$ cat config.mk
export PLATFORM = sky130hd
export DESIGN_NAME = hazard_stall_unit_flat
export DESIGN_NICKNAME = d
export VERILOG_FILES = /design/src/rtl/hazard_stall_unit_pkg.sv /design/src/rtl/hazard_stall_unit_if.sv /design/src/rtl/hazard_stall_unit_fwd_select.sv /design/src/rtl/hazard_stall_unit.sv /design/src/flat_wrapper.sv
export SDC_FILE = /design/constraint.sdc
export NUM_CORES = 1
export LEC_CHECK = 0
export ABC_AREA = 1
export CORE_MARGIN = 1
export CORE_UTILIZATION = 42
export CTS_CLUSTER_SIZE = 12
export DETAILED_ROUTE_END_ITERATION = 8
export PLACE_DENSITY = 0.95
export SLEW_MARGIN = 10
export SYNTH_ARGS = -nofsm -noshare
export SYNTH_HDL_FRONTEND = slang
export SYNTH_SLANG_ARGS = --single-unit
$ cat constraint.sdc
create_clock -name clk -period 2.35 [get_ports clk]
set_input_delay 0.3525 -clock clk [delete_from_list [all_inputs] [get_ports clk]]
set_output_delay 0.3525 -clock clk [all_outputs]
set_load 0.01 [all_outputs]
$ cat src/rtl/hazard_stall_unit_pkg.sv
// Shared pipeline-control definitions: forwarding select codes, hazard FSM states
// and the PC register index.
package core_pkg;

    localparam logic [1:0] FWD_RF  = 2'b00;
    localparam logic [1:0] FWD_EX  = 2'b01;
    localparam logic [1:0] FWD_MEM = 2'b10;
    localparam logic [1:0] FWD_WB  = 2'b11;

    localparam logic [3:0] REG_PC  = 4'd15;

    typedef enum logic {
        RUN   = 1'b0,
        STALL = 1'b1
    } hz_state_t;

endpackage

$ cat src/rtl/hazard_stall_unit_if.sv
// Pipeline-register observation and control bundle between the core and the hazard unit.
// stall_count exists only when HAZARD_STALL_COUNTER_EN is defined.
interface hazard_stall_unit_if #(
    parameter int REG_ADDR_W = 4
);
    logic [REG_ADDR_W-1:0] id_rn;
    logic [REG_ADDR_W-1:0] id_rm;
    logic [REG_ADDR_W-1:0] id_rd_src;
    logic                  id_use_rn;
    logic                  id_use_rm;
    logic                  id_use_rd;
    logic                  id_branch_taken;
    logic [REG_ADDR_W-1:0] ex_rd;
    logic                  ex_reg_write;
    logic                  ex_mem_read;
    logic [REG_ADDR_W-1:0] mem_rd;
    logic                  mem_reg_write;
    logic [REG_ADDR_W-1:0] wb_rd;
    logic                  wb_reg_write;

    logic                  pc_enable;
    logic                  if_id_enable;
    logic                  if_id_flush;
    logic                  nop_insert;
    logic [1:0]            fwd_a_sel;
    logic [1:0]            fwd_b_sel;
    logic [1:0]            fwd_c_sel;
`ifdef HAZARD_STALL_COUNTER_EN
    logic [15:0]           stall_count;
`endif

    modport master (
`ifdef HAZARD_STALL_COUNTER_EN
        input  stall_count,
`endif
        output id_rn, id_rm, id_rd_src, id_use_rn, id_use_rm, id_use_rd, id_branch_taken,
        output ex_rd, ex_reg_write, ex_mem_read, mem_rd, mem_reg_write, wb_rd, wb_reg_write,
        input  pc_enable, if_id_enable, if_id_flush, nop_insert,
        input  fwd_a_sel, fwd_b_sel, fwd_c_sel
    );

    modport slave (
`ifdef HAZARD_STALL_COUNTER_EN
        output stall_count,
`endif
        input  id_rn, id_rm, id_rd_src, id_use_rn, id_use_rm, id_use_rd, id_branch_taken,
        input  ex_rd, ex_reg_write, ex_mem_read, mem_rd, mem_reg_write, wb_rd, wb_reg_write,
        output pc_enable, if_id_enable, if_id_flush, nop_insert,
        output fwd_a_sel, fwd_b_sel, fwd_c_sel
    );

endinterface

$ cat src/rtl/hazard_stall_unit_fwd_select.sv
// Combinational operand-forwarding select for one ID source register.
// Youngest producer wins; a load in EX is never a forwarding source.
module fwd_select
    import core_pkg::*;
#(
    parameter int REG_ADDR_W = 4
) (
    input  logic [REG_ADDR_W-1:0] i_src,
    input  logic                  i_use,
    input  logic [REG_ADDR_W-1:0] i_ex_rd,
    input  logic                  i_ex_reg_write,
    input  logic                  i_ex_mem_read,
    input  logic [REG_ADDR_W-1:0] i_mem_rd,
    input  logic                  i_mem_reg_write,
    input  logic [REG_ADDR_W-1:0] i_wb_rd,
    input  logic                  i_wb_reg_write,
    output logic [1:0]            o_sel
);

    always_comb begin
        o_sel = FWD_RF;
        if (i_use && (i_src != REG_ADDR_W'(REG_PC))) begin
            if (i_ex_reg_write && !i_ex_mem_read && (i_ex_rd == i_src))
                o_sel = FWD_EX;
            else if (i_mem_reg_write && (i_mem_rd == i_src))
                o_sel = FWD_MEM;
            else if (i_wb_reg_write && (i_wb_rd == i_src))
                o_sel = FWD_WB;
        end
    end

endmodule

$ cat src/rtl/hazard_stall_unit.sv
// Load-use stall, branch flush and operand forwarding control beside the ID stage.
// Optional macro HAZARD_STALL_COUNTER_EN adds a saturating bubble-cycle counter.
//
//   state | meaning
//   RUN   | normal flow; a load-use hazard here is the first bubble cycle
//   STALL | remaining bubble cycles; hazard detection suspended
module hazard_stall_unit
    import core_pkg::*;
#(
    parameter int LOAD_USE_STALL = 1,
    parameter int REG_ADDR_W     = 4
) (
    input logic               clk,
    input logic               reset,
    hazard_stall_unit_if.slave hz
);

    hz_state_t  r_state;
    logic [1:0] r_stall_cnt;
    logic       w_load_use;
    logic       w_stall;
    logic [1:0] w_fwd_a;
    logic [1:0] w_fwd_b;
    logic [1:0] w_fwd_c;

    assign w_load_use = hz.ex_mem_read && hz.ex_reg_write
                     && (hz.ex_rd != REG_ADDR_W'(REG_PC))
                     && ((hz.id_use_rn && (hz.ex_rd == hz.id_rn))
                      || (hz.id_use_rm && (hz.ex_rd == hz.id_rm))
                      || (hz.id_use_rd && (hz.ex_rd == hz.id_rd_src)));

    assign w_stall = (r_state == STALL) || w_load_use;

    // r_stall_cnt counts bubbles still owed after the current one
    always_ff @(posedge clk) begin
        if (reset) begin
            r_state     <= RUN;
            r_stall_cnt <= 2'd0;
        end else begin
            case (r_state)
                RUN: begin
                    if (w_load_use) begin
                        r_stall_cnt <= 2'(LOAD_USE_STALL - 1);
                        r_state     <= (LOAD_USE_STALL > 1) ? STALL : RUN;
                    end
                end
                STALL: begin
                    if (r_stall_cnt <= 2'd1) begin
                        r_stall_cnt <= 2'd0;
                        r_state     <= RUN;
                    end else begin
                        r_stall_cnt <= r_stall_cnt - 2'd1;
                    end
                end
                default: begin
                    r_state     <= RUN;
                    r_stall_cnt <= 2'd0;
                end
            endcase
        end
    end

    fwd_select #(.REG_ADDR_W(REG_ADDR_W)) u_fwd_a (
        .i_src(hz.id_rn), .i_use(hz.id_use_rn),
        .i_ex_rd(hz.ex_rd), .i_ex_reg_write(hz.ex_reg_write), .i_ex_mem_read(hz.ex_mem_read),
        .i_mem_rd(hz.mem_rd), .i_mem_reg_write(hz.mem_reg_write),
        .i_wb_rd(hz.wb_rd), .i_wb_reg_write(hz.wb_reg_write),
        .o_sel(w_fwd_a)
    );

    fwd_select #(.REG_ADDR_W(REG_ADDR_W)) u_fwd_b (
        .i_src(hz.id_rm), .i_use(hz.id_use_rm),
        .i_ex_rd(hz.ex_rd), .i_ex_reg_write(hz.ex_reg_write), .i_ex_mem_read(hz.ex_mem_read),
        .i_mem_rd(hz.mem_rd), .i_mem_reg_write(hz.mem_reg_write),
        .i_wb_rd(hz.wb_rd), .i_wb_reg_write(hz.wb_reg_write),
        .o_sel(w_fwd_b)
    );

    fwd_select #(.REG_ADDR_W(REG_ADDR_W)) u_fwd_c (
        .i_src(hz.id_rd_src), .i_use(hz.id_use_rd),
        .i_ex_rd(hz.ex_rd), .i_ex_reg_write(hz.ex_reg_write), .i_ex_mem_read(hz.ex_mem_read),
        .i_mem_rd(hz.mem_rd), .i_mem_reg_write(hz.mem_reg_write),
        .i_wb_rd(hz.wb_rd), .i_wb_reg_write(hz.wb_reg_write),
        .o_sel(w_fwd_c)
    );

    // Outputs react in the detecting cycle; reset forces the pass-through values
    assign hz.pc_enable    = reset || !w_stall;
    assign hz.if_id_enable = reset || !w_stall;
    assign hz.nop_insert   = !reset && w_stall;
    assign hz.if_id_flush  = !reset && hz.id_branch_taken && !w_stall;
    assign hz.fwd_a_sel    = reset ? FWD_RF : w_fwd_a;
    assign hz.fwd_b_sel    = reset ? FWD_RF : w_fwd_b;
    assign hz.fwd_c_sel    = reset ? FWD_RF : w_fwd_c;

`ifdef HAZARD_STALL_COUNTER_EN
    logic [15:0] r_stall_count;

    always_ff @(posedge clk) begin
        if (reset)
            r_stall_count <= 16'd0;
        else if (w_stall && (r_stall_count != 16'hFFFF))
            r_stall_count <= r_stall_count + 16'd1;
    end

    assign hz.stall_count = r_stall_count;
`endif

endmodule

$ cat src/flat_wrapper.sv
// flat-port wrapper written by rule: the top's interface ports become plain ports
module hazard_stall_unit_flat import core_pkg::*;
#(
    parameter int LOAD_USE_STALL = 1,
    parameter int REG_ADDR_W     = 4
)
  (clk, reset, hz_id_rn, hz_id_rm, hz_id_rd_src, hz_id_use_rn, hz_id_use_rm, hz_id_use_rd, hz_id_branch_taken, hz_ex_rd, hz_ex_reg_write, hz_ex_mem_read, hz_mem_rd, hz_mem_reg_write, hz_wb_rd, hz_wb_reg_write, hz_pc_enable, hz_if_id_enable, hz_if_id_flush, hz_nop_insert, hz_fwd_a_sel, hz_fwd_b_sel, hz_fwd_c_sel);
  hazard_stall_unit_if #(.REG_ADDR_W(REG_ADDR_W)) hz_i ();
  input logic clk;
  input logic reset;
  input wire logic [$bits(hz_i.id_rn)-1:0] hz_id_rn;
  input wire logic [$bits(hz_i.id_rm)-1:0] hz_id_rm;
  input wire logic [$bits(hz_i.id_rd_src)-1:0] hz_id_rd_src;
  input wire logic [$bits(hz_i.id_use_rn)-1:0] hz_id_use_rn;
  input wire logic [$bits(hz_i.id_use_rm)-1:0] hz_id_use_rm;
  input wire logic [$bits(hz_i.id_use_rd)-1:0] hz_id_use_rd;
  input wire logic [$bits(hz_i.id_branch_taken)-1:0] hz_id_branch_taken;
  input wire logic [$bits(hz_i.ex_rd)-1:0] hz_ex_rd;
  input wire logic [$bits(hz_i.ex_reg_write)-1:0] hz_ex_reg_write;
  input wire logic [$bits(hz_i.ex_mem_read)-1:0] hz_ex_mem_read;
  input wire logic [$bits(hz_i.mem_rd)-1:0] hz_mem_rd;
  input wire logic [$bits(hz_i.mem_reg_write)-1:0] hz_mem_reg_write;
  input wire logic [$bits(hz_i.wb_rd)-1:0] hz_wb_rd;
  input wire logic [$bits(hz_i.wb_reg_write)-1:0] hz_wb_reg_write;
  output wire logic [$bits(hz_i.pc_enable)-1:0] hz_pc_enable;
  output wire logic [$bits(hz_i.if_id_enable)-1:0] hz_if_id_enable;
  output wire logic [$bits(hz_i.if_id_flush)-1:0] hz_if_id_flush;
  output wire logic [$bits(hz_i.nop_insert)-1:0] hz_nop_insert;
  output wire logic [$bits(hz_i.fwd_a_sel)-1:0] hz_fwd_a_sel;
  output wire logic [$bits(hz_i.fwd_b_sel)-1:0] hz_fwd_b_sel;
  output wire logic [$bits(hz_i.fwd_c_sel)-1:0] hz_fwd_c_sel;
  assign hz_i.id_rn = hz_id_rn;
  assign hz_i.id_rm = hz_id_rm;
  assign hz_i.id_rd_src = hz_id_rd_src;
  assign hz_i.id_use_rn = hz_id_use_rn;
  assign hz_i.id_use_rm = hz_id_use_rm;
  assign hz_i.id_use_rd = hz_id_use_rd;
  assign hz_i.id_branch_taken = hz_id_branch_taken;
  assign hz_i.ex_rd = hz_ex_rd;
  assign hz_i.ex_reg_write = hz_ex_reg_write;
  assign hz_i.ex_mem_read = hz_ex_mem_read;
  assign hz_i.mem_rd = hz_mem_rd;
  assign hz_i.mem_reg_write = hz_mem_reg_write;
  assign hz_i.wb_rd = hz_wb_rd;
  assign hz_i.wb_reg_write = hz_wb_reg_write;
  assign hz_pc_enable = hz_i.pc_enable;
  assign hz_if_id_enable = hz_i.if_id_enable;
  assign hz_if_id_flush = hz_i.if_id_flush;
  assign hz_nop_insert = hz_i.nop_insert;
  assign hz_fwd_a_sel = hz_i.fwd_a_sel;
  assign hz_fwd_b_sel = hz_i.fwd_b_sel;
  assign hz_fwd_c_sel = hz_i.fwd_c_sel;
  hazard_stall_unit #(.LOAD_USE_STALL(LOAD_USE_STALL), .REG_ADDR_W(REG_ADDR_W)) u_core (.clk(clk), .reset(reset), .hz(hz_i));
endmodule
---- Yosys cells after proc, flatten, opt, wreduce, memory -nomap -nowiden ----
Cells that the tools add are included.
storage, ports and cells
  flip-flop bits (word level) ............. 3
  input port bits ......................... 34
  output and inout port bits .............. 10
  word-level logic and storage cells ...... 68
operators by class
  $add $sub $neg .......................... 1
  $lt $le $gt $ge ......................... 1
  equality and inequality tests ........... 14
  multiplexer cells ....................... 20
  bitwise operators ....................... 1
  reductions and logical operators ........ 29
operator list
  cell                                                                    count
  4-bit == test                                                           9
  2-bit two-way mux                                                       17
  1-bit logical AND                                                       22
  4-bit != test (second input constant)                                   4
  1-bit logical OR                                                        4
  2-bit case mux with 2 select lines                                      1
  1-bit zero test                                                         3
  2-bit by 1-bit <= comparator with 1-bit output (second input constant)  1
  2-bit by 1-bit != test with 1-bit output (second input constant)        1
  1-bit case mux with 2 select lines                                      1
  2-bit by 1-bit subtractor with 2-bit output (second input constant)     1
  1-bit two-way mux                                                       1
  1-bit NOT                                                               1

---- Longest topological paths before layout ----
Gate-level depths: netlist of the first run.
  word-level depth ........................ 8
  gate-level depth with buffers ........... 10
  mapped depth without buffers ............ 10

---- By module ----
A second synthesis of the first run with hierarchy kept.
second synthesis, totals
  cell total of the unflattened synthesis .. 246
  area total of the unflattened synthesis .. 1176.1 um2
by module, submodules not included
  module             instances  cells an instance  area an instance (um2)  sequential area each (um2)
  fwd_select         3          55                 254.0                   0.0
  hazard_stall_unit  1          81                 414.1                   60.1

---- Least setup slack after synthesis of the first run ----
No wires, ideal clock.
  path kind ............................... input-to-output
  start point ............................. input port hz_id_rd_src[1]
  end point ............................... output port hz_pc_enable
  arrival ................................. 1.117 ns
  required time ........................... 1.997 ns
  path slack .............................. 0.880 ns
  cell stages on the path ................. 10
  path buffers ............................ 1
  cell sequence ........................... inv_1 nand2_1 nand2_1 nor2_2 nand3_1 nand3_2 nand2_2 nand2_4 nand2_4 buf_4
between the ends
  cells in the longest elaborated chain, start to end .. 7
ends and longest elaborated chain
  what               RTL line                 text
  from (decl)        flat_wrapper.sv:13       input wire logic [$bits(hz_i.id_rd_src)-1:0] hz_id_rd_src;
  4-bit == test      hazard_stall_unit.sv:30  || (hz.id_use_rd && (hz.ex_rd == hz.id_rd_src)));
  1-bit logical AND  hazard_stall_unit.sv:30
  1-bit logical OR   hazard_stall_unit.sv:30
  1-bit logical AND  hazard_stall_unit.sv:28  && ((hz.id_use_rn && (hz.ex_rd == hz.id_rn))
  1-bit logical OR   hazard_stall_unit.sv:32  assign w_stall = (r_state == STALL) || w_load_use;
  1-bit zero test    n/a
  1-bit logical OR   n/a
  to (decl)          flat_wrapper.sv:25       output wire logic [$bits(hz_i.pc_enable)-1:0] hz_pc_enable;
No other way between the ends.

---- Worst setup path after layout of the first run ----
  start point ............................. input port hz_id_rd_src[3]
  end point ............................... output port hz_nop_insert
between the ends
  cells in the longest elaborated chain, start to end .. 6
ends and longest elaborated chain
  what               RTL line                 text
  4-bit == test      hazard_stall_unit.sv:30
  1-bit logical AND  hazard_stall_unit.sv:30
  1-bit logical OR   hazard_stall_unit.sv:30
  1-bit logical AND  hazard_stall_unit.sv:28
  1-bit logical OR   hazard_stall_unit.sv:32
  1-bit logical AND  hazard_stall_unit.sv:90  assign hz.nop_insert = !reset && w_stall;
  to (decl)          flat_wrapper.sv:28       output wire logic [$bits(hz_i.nop_insert)-1:0] hz_nop_insert;
No other way between the ends.

==> results.txt, run 1 <==
The initial antenna violation count came out at 0. Synthesis instantiated 24 different standard cells from the library. At the worst endpoint, the arrival time is ~1.9 ns.

The max-slew violation total from the final report is 0. For this run, the total global-route usage over all layers was measured as 0.310. During I/O placement, the number of pins put on the boundary was 44. The largest stage delay on the critical path is ~0.46 ns. The area enclosed by the die boundary is approximately 0.0021 sq mm. The number of storage elements in the synthesis netlist is 3. The number of warnings printed during yosys synthesis is 0. The number of optimization iterations in the first detailed-route pass is 4. The highest attainable clock frequency is approximately 440 MHz.

The combinational family with the most area after synthesis is simple AND/OR/NAND/NOR gates. Setup total negative slack on the finished layout was measured at 0 ns. The worst register-to-register path begins at u_core.r_state$_SDFF_PP0_. The hold slack came out at between 0.4 and 0.5 ns. The total of endpoints with negative setup slack in the final report is 0. The wire length reported by the detailed router came out at between 3 and 4 mm. The leading register cell type out of synthesis is sky130_fd_sc_hd__dfxtp_1. The startpoint identified for the worst hold timing path is u_core.r_stall_cnt[0]$_SDFFE_PP0P_. The share of the synthesized area in compound gates (AO/OA/AOI/OAI) is 0.232. The number of hold buffers added after CTS was 0.

The clock period minus final worst setup slack came out at 2.26 ns. The number of CTS-inserted buffers is 3. Of the cells placed in the final design, the portion with a size suffix greater than 1 is 0.176. The worst setup path startpoint is hz_id_rd_src[3]. The standard-cell row count is 15. The layout has about 160 filler cells. Summing all placed instances gives a cell area of 0.00137 sq mm. The clock latency reported for the late side of the worst-skew pair came out at approximately 0.23 ns.

The per-cell routed wire length came out at about 13 um. The endpoint identified for the worst register-to-register timing path is u_core.r_stall_cnt[1]$_SDFFE_PP0P_. The pre-CTS worst setup slack is -0.303 ns. The cell sitting at the root of the clock tree is a sky130_fd_sc_hd__clkbuf_4. The cell area after technology mapping is 815 sq um.

The depth of the most critical reg-to-reg path is 4. The post-route DRC violation count is 0. The fraction of the yosys area taken by sequential cells came out at 0.0737.

The clock passes through at most 2 buffers. The type of element capturing the critical path is a primary output. The final critical-path share of the clock period is 0.962. The final-report hold violation count is 0. The worst min-delay path endpoint is u_core.r_stall_cnt[0]$_SDFFE_PP0P_. The number of enable-type register cells in the synthesized netlist came out at 0.

Of the post-synthesis cell area, the part taken by muxes is 0. The height of the die came out at approximately 46 um. Among all stages on the critical path, the largest delay is contributed by sky130_fd_sc_hd__clkdlybuf4s50_1. The register clock-pin slew on the reported worst setup and hold paths came out at approximately 0.04 ns.

Counting every net in the synthesized netlist gives between 150 and 200. After technology mapping, the gate count stands at about 160. Walking the worst path, the cells encountered are clkdlybuf4s50_1 -> buf_4 -> nand2_1 -> nand2_1 -> nor2_2 -> nand3_1 -> nand3_2 -> nand2_2 -> nand2_4 -> nand2_4 -> inv_2 -> dlygate4sd2_1. The run finished with clean final reports. The detail-routed via count per cell is 5.55. The sum of net half-perimeters after detailed placement came out at about 2.6 mm.

For the worst setup path, the data required time is roughly 2.0 ns. The measured slew at the worst slew-check pin is about 0.28 ns. Across the routed clock network, the largest skew measured is about 0.0070 ns. The maximum vdd ir drop came out at 0.352 mV. The number of buffers and inverters on the critical path is 4. The die outline width is between 40 and 50 um. In this run the post-CTS setup repair buffer count came out at 0. For this configuration, the core starts out at a cell density of 0.462. The post-route standard cell area excluding fillers came out at around 0.0014 sq mm. The static leakage is approximately 0.00074 uW. The tightest slew margin relative to the limit is 0.811.

Entering global routing, the biggest net connects 7 pins. The number of cells on the worst hold path is 1. The max-capacitance violation count came out at 0. The signed area change from the synthesized netlist to the final layout came out at 68.5%. The xor/xnor cell area share of the yosys netlist is 0.0860. The core region area is around 0.0018 sq mm.

The number of nets with antenna violations after routing came out at 0. Of the total synthesized cell area, the portion taken by full adders, half adders and majority gates is 0. The number of antenna diodes in the final layout is 0. The count of buffers inserted at the top-level ports came out at 43. Counting tap cells, the placed design contains a total of between 200 and 250 instances. The via total after detailed routing came out at 1337. The CTS tree is built. Grouping stages by cell kind, the critical path spends the most delay in buffers and inverters. The number of standard cells in the layout, taps in and fillers out is ~240. In this run the number of H-tree levels came out at 1. In the synthesized netlist the async set-or-reset flop fraction comes to 0. The sum of overflow across all layers after global routing is 0. By startpoint and endpoint, the worst setup path is classified as primary input to primary output. The number of nets in the layout came out at about 250. The min-delay analysis places its worst path in the category flip-flop to flip-flop. The via count of the first global-routing pass was 1196.

The area share of and/or/nand/nor cells after synthesis came out at 0.479. A synthesized cell averages just over 5 sq um. The TritonCTS sink count is 3. The setup slack of the most critical reg-to-reg path is approximately 1.5 ns. The global-route wire length before repair came out at 4.82 mm.

The power density over the cells came out at around 250 mW/mm^2. The final weighted congestion in routability-driven placement is approximately 0.91. Setup repair after global routing left no endpoint under its margin.

Along the worst path, the maximum fanout reaches 3. The final critical-path setup slack is ~0.09 ns. After the first detailed-routing iteration, the DRC count stood at 67. STA classifies the critical path startpoint as a primary input.
cells by family after synthesis:
kind of cell           after synthesis
XOR/XNOR                             8
AO/OA/AOI/OAI                       29
flip-flops                           3
AND/OR/NAND/NOR                     90
buffers and inverters               27
cell usage after synthesis (2+ instances only):
master,number,area share
sky130_fd_sc_hd__a21oi_1,6,0.037
sky130_fd_sc_hd__nand2_4,2,0.028
sky130_fd_sc_hd__dfxtp_1,3,0.074
sky130_fd_sc_hd__a21boi_0,3,0.028
sky130_fd_sc_hd__nor2_1,15,0.069
sky130_fd_sc_hd__nand2_1,55,0.25
sky130_fd_sc_hd__o2111ai_1,3,0.032
sky130_fd_sc_hd__o22ai_1,6,0.046
sky130_fd_sc_hd__a41oi_1,4,0.043
sky130_fd_sc_hd__inv_2,8,0.037
sky130_fd_sc_hd__and3_1,3,0.023
sky130_fd_sc_hd__inv_1,18,0.083
sky130_fd_sc_hd__o21ai_0,5,0.031
sky130_fd_sc_hd__xnor2_1,7,0.075
sky130_fd_sc_hd__nor2_2,3,0.023
sky130_fd_sc_hd__nand3_1,8,0.049
cells in the final DEF, fill, tap and decap left out, types with 7 or more instances in the layout:
| cell | synthesis | routed |
|---|---|---|
| sky130_fd_sc_hd__clkdlybuf4s50_1 | 0 | 19 |
| sky130_fd_sc_hd__nor2_1 | 15 | 13 |
| sky130_fd_sc_hd__inv_1 | 18 | 15 |
| sky130_fd_sc_hd__buf_4 | 1 | 13 |
| sky130_fd_sc_hd__nand2_1 | 55 | 55 |
| sky130_fd_sc_hd__inv_2 | 8 | 11 |
| sky130_fd_sc_hd__xnor2_1 | 7 | 7 |
| sky130_fd_sc_hd__nand3_1 | 8 | 8 |
| sky130_fd_sc_hd__dlygate4sd2_1 | 0 | 22 |
registers in the layout, indices dropped and copies added, names as in the netlist:
name	cells
u_core.r_stall_cnt	2
u_core.r_state	1
worst register-to-register path: cells and delay by family, from the launching register on:
kind,cells,cell delay [ns]
flip-flops,1,0.30
AND/OR/NAND/NOR,1,0.08
AO/OA/AOI/OAI,1,0.12
buffers and inverters,2,0.24
power breakdown:
group          switching, uW  total [uW]  internal, uW
clock network           27.5        91.2          63.7
logic                    105         204          98.2
registers                  0        51.2          51.2
worst max path at each step:
stage	endpoint	slack (ns)	cells after the start
6_report	hz_nop_insert	0.09	12
5_1_grt	hz_fwd_c_sel[1]	0.009	8
4_1_cts	hz_nop_insert	0.12	12
3_5_place_dp	hz_fwd_c_sel[0]	-0.30	7
3_3_place_gp	hz_fwd_c_sel[0]	-0.20	7
2_1_floorplan	hz_pc_enable	0.88	10
metal layers:
layer  global-route usage  vias to the layer above  wire length, um
met4               0.0941                        0               74
li1                     -                      634                -
met3               0.0516                       16              316
met5                    0                        -                0
met1                0.355                      598             1200
met2                0.575                       89             1580
per-stage QoR:
stage	util	power, uW
2_1_floorplan	-	139
3_3_place_gp	0.774	251
3_5_place_dp	0.774	258
4_1_cts	0.779	343
5_1_grt	0.778	366
6_report	0.778	346
what timing repair did:
action	in CTS	in global routing
resized for setup	30	4
endpoints found under the setup margin	10	3
cloned	0	0
layout make-up:
type	instances	area, sq um	area share
repair buffers	56	498	0.363
inverters	26	97.6	0.0711
well taps	25	31.3	0.0228
clock buffers	4	26.3	0.0191
multi-input cells	127	659	0.480
flip-flops and latches	3	60.1	0.0438
Power figures use the tool's default switching activity.
==> run 2: changes to the inputs <==
--- a/config.mk
+++ b/config.mk
@@ -10,6 +10,7 @@
 export CORE_UTILIZATION = 42
 export CTS_CLUSTER_SIZE = 12
 export DETAILED_ROUTE_END_ITERATION = 8
+export GPL_TIMING_DRIVEN = 0
 export PLACE_DENSITY = 0.95
 export SLEW_MARGIN = 10
 export SYNTH_ARGS = -nofsm -noshare
==> run 2 against run 1 <==
Effect of this change:
- worst setup slack improved by 0.033 ns
- clock power fell by 3.2%
- cell area fell by 6.9%
- cell count fell by 5.0%
- critical path depth fell by 2
- sequential share of layout area rose by 0.33 points
- worst hold slack improved by 0.016 ns
- combinational power fell by 13%
- clock skew fell by 0.0056 ns
- non-clock buffer count fell by 12
- total power fell by 8.6%
- flip-flop and latch count did not move
==> results.txt, run 2 (synthesis gave the netlist of run 1 again) <==
The clock period minus final worst setup slack is 2.23 ns (-0.0325 ns). The routing usage on met1 is 0.360 (+0.00467). The global-route wire length before repair came to 4.31 mm (-11%). The worst clock skew came to 0.00143 ns (-0.00560 ns). The worst register-to-register path begins at u_core.r_state$_SDFF_PP0_. Tracing the worst setup path back leads to its startpoint at hz_id_rm[3]. The largest registers in the layout are u_core.r_stall_cnt (2), u_core.r_state (1). The sum of net half-perimeters after detailed placement is 2.28 mm (-13%).

The global routing met2 resource utilization came out at 0.468 (-0.107). The clock latency reported for the late side of the worst-skew pair came out at 0.23 ns (about the same). The combined global-route utilization of all metal layers came out at 0.275 (-0.0355). The number of optimization iterations in the first detailed-route pass came out at 4 (unchanged). The maximum number of pins on one net before global-route repair is 8 (+1). The setup slack of the most critical reg-to-reg path is 1.52 ns (-0.02 ns). The number of CTS-inserted buffers came out at 3 (unchanged). The signed area change from the synthesized netlist to the final layout is 56.8%.

The net switching component of the power is 121 uW (-8.9%). The height of the die came to 46.0 um (unchanged). The number of cells on the worst hold path is 2 (+1). The buffer count from post-CTS setup fixing was 0 (unchanged). The maximum vdd ir drop is 0.404 mV (+15%).

The type of element capturing the critical path is a primary output. The depth of the most critical reg-to-reg path is 4 (unchanged). The fraction of the core area covered by cells at the end of the flow is 0.724 (-0.0539). The TritonCTS sink count came out at 3 (unchanged). The number of nets with antenna violations after routing came out at 0 (unchanged). The number of nets in the layout came out at 239 (-4.8%). STA classifies the critical path startpoint as a primary input. The cell sitting at the root of the clock tree is a sky130_fd_sc_hd__clkbuf_4.

The met3 demand-to-capacity share in global routing came out at 0.0516 (unchanged). The setup path with the least slack is of type primary input to primary output. The run finished with clean final reports. The final weighted congestion in routability-driven placement is 0.898 (-1.4%). The number of antenna repair diodes is 0 (unchanged).

The initial antenna violation count is 0 (unchanged). The measured slew at the worst slew-check pin came out at 0.288 ns (+0.00503 ns). The max-capacitance violation count came out at 0 (unchanged). The data required time of the critical path came out at 2.00 ns (about the same). The via total after detailed routing is 1203 (-10%).

The CTS tree is built. The static leakage came to 0.000726 uW (-1.6%). The tightest slew margin relative to the limit came out at 0.807 (-0.00406).

The die outline width is 46.0 um (unchanged). The clock share of power was 0.279 (+0.015). Setup repair after global routing left no endpoint under its margin. The critical register-to-register path endpoint is u_core.r_stall_cnt[0]$_SDFFE_PP0P_.

The flip-flop count of the largest register, all copies and words added came out at 2 (unchanged). The detail-routed via count per cell came to 5.25 (-5.3%). The core region area came out at 0.00176 sq mm (unchanged). The effective utilization at floorplan is 0.462 (unchanged). The total of endpoints with negative setup slack in the final report is 0 (unchanged). The class of the tightest hold or removal check is flip-flop to flip-flop. The standard-cell row count came out at 15 (unchanged). The max-slew violation total from the final report is 0 (unchanged).

The post-route DRC violation count came out at 0 (unchanged). The power density over the cells came out at 248 mW/mm^2 (-1.8%). The final-report hold violation count is 0 (unchanged). The maximum fanout along the worst path came out at 4 (+1). The per-cell routed wire length came out at 12.0 um (-8.8%). The internal cell power is 195 uW (-8.4%). The total I/O pin count was 44 (unchanged).

The largest buffer count on any clock path came out at 2 (unchanged). The DRC violation total after the first TritonRoute iteration is 42 (-37%). The wire length reported by the detailed router is 2.75 mm (-13%). The sequential group share of total power came out at 0.162 (+0.014). The highest attainable clock frequency came to 449 MHz (+1.5%). The final critical-path share of the clock period came out at 0.948 (-0.0138).

The filler cell count came to 184 (+19%). The sum of negative setup slack is 0 ns (unchanged). The register clock-pin slew on the reported worst setup and hold paths is 0.04 ns (about the same). The library cells used most frequently in the layout, excluding fill and tap cells, are sky130_fd_sc_hd__nand2_1 (55), sky130_fd_sc_hd__dlygate4sd2_1 (28), sky130_fd_sc_hd__inv_1 (15), sky130_fd_sc_hd__nor2_1 (15). The combinational share of power is 0.559 (-0.030).

The register with the most flip-flops in the final layout is u_core.r_stall_cnt. The sum of overflow across all layers after global routing is 0 (unchanged). The endpoint arrival time on the critical path is 1.88 ns (-0.03 ns). In this run the most used layer during global routing was met2. The number of H-tree levels came to 1 (unchanged). The critical path ends at hz_pc_enable.

Leaving out fill and tap cells, the most frequent cell in the layout is sky130_fd_sc_hd__nand2_1. The count of buffers inserted at the top-level ports is 43 (unchanged). The via count of the first global-routing pass is 1054 (-12%).

The area enclosed by the die boundary is 0.00212 sq mm (unchanged). The fraction of final layout cells with drive strength greater than 1 came out at 0.108 (-0.0681). The switching part of the total is 0.383 (-0.00140).
run 2: changes by cell type in the layout (fill, tap and decap cells not counted), moves of 2 or more:
cell,change
sky130_fd_sc_hd__dlymetal6s2s_1,+3
sky130_fd_sc_hd__nor2_2,-2
sky130_fd_sc_hd__buf_4,-12
sky130_fd_sc_hd__nor2_1,+2
sky130_fd_sc_hd__clkdlybuf4s50_1,-8
sky130_fd_sc_hd__dlygate4sd2_1,+6
run 2: worst min path at each step:
stage | start | endpoint | slack (ns)
floorplan | u_core.r_stall_cnt[0]$_SDFFE_PP0P_ | u_core.r_stall_cnt[0]$_SDFFE_PP0P_ | 0.43
global placement | u_core.r_stall_cnt[0]$_SDFFE_PP0P_ | u_core.r_stall_cnt[0]$_SDFFE_PP0P_ | 0.44
detailed placement | u_core.r_stall_cnt[0]$_SDFFE_PP0P_ | u_core.r_stall_cnt[0]$_SDFFE_PP0P_ | 0.46
CTS | u_core.r_stall_cnt[1]$_SDFFE_PP0P_ | u_core.r_state$_SDFF_PP0_ | 0.49
global route | u_core.r_stall_cnt[1]$_SDFFE_PP0P_ | u_core.r_state$_SDFF_PP0_ | 0.50
finish | u_core.r_stall_cnt[1]$_SDFFE_PP0P_ | u_core.r_state$_SDFF_PP0_ | 0.49
run 2: final cells by class:
cell class | count | area (sq um) | area share
Tap cell | 25 | 31.3 | 0.0245
Buffer | 1 | 7.51 | 0.00588
Sequential cell | 3 | 60.1 | 0.0470
Multi-Input combinational cell | 127 | 649 | 0.508
Clock buffer | 4 | 26.3 | 0.0206
Inverter | 26 | 97.6 | 0.0764
Timing Repair Buffer | 43 | 405 | 0.317
run 2: timing repair:
item                                    CTS  global route
hold buffers                              0             0
gates resized for setup                  31             6
endpoints found under the setup margin   10             2
run 2: stage by stage:
step,total power [uW],instances,worst slack (ns),cell area (sq um),hold WS (ns)
floorplan,139,157,0.880,815,0.433
global placement,235,225,-0.265,1280,0.442
detailed placement,240,225,-0.329,1280,0.456
CTS,315,229,0.00814,1270,0.489
global route,339,229,0.0159,1280,0.496
finish,316,229,0.122,1280,0.485
run 2: layer usage:
layer / vias to the layer above / part of all wire
met2: 57 / 0.48
met4: 0 / 0.0091
met1: 532 / 0.43
li1: 609 / -
met5: - / 0
met3: 5 / 0.080
run 2: critical path, stage by stage:
cell                              delay [ns]
sky130_fd_sc_hd__clkdlybuf4s50_1        0.45
sky130_fd_sc_hd__xor2_1                 0.16
sky130_fd_sc_hd__nor2_1                 0.13
sky130_fd_sc_hd__nand3_1                0.10
sky130_fd_sc_hd__nand3_2                0.07
sky130_fd_sc_hd__nand2_2                0.06
sky130_fd_sc_hd__nand2_4                0.10
sky130_fd_sc_hd__nand2_4                0.06
sky130_fd_sc_hd__buf_4                  0.12
sky130_fd_sc_hd__dlygate4sd2_1          0.27
run 2: power groups by stage:
| stage | clock (uW) | combinational, uW | sequential, uW |
|---|---|---|---|
| CTS | 88.5 | 175 | 51.2 |
| finish | 88.3 | 177 | 51.2 |
| global route | 92.8 | 195 | 51.2 |
| global placement | 0 | 183 | 52.0 |
| detailed placement | 0 | 188 | 52.0 |
| floorplan | 0 | 87.3 | 52.0 |
==> run 3: changes to the inputs <==
--- a/config.mk
+++ b/config.mk
@@ -12,7 +12,7 @@
 export DETAILED_ROUTE_END_ITERATION = 8
 export GPL_TIMING_DRIVEN = 0
 export PLACE_DENSITY = 0.95
-export SLEW_MARGIN = 10
+export SLEW_MARGIN = 20
 export SYNTH_ARGS = -nofsm -noshare
 export SYNTH_HDL_FRONTEND = slang
 export SYNTH_SLANG_ARGS = --single-unit
==> results of run 3 <==
Final layout, timing and power as in run 2 (identical DEF).
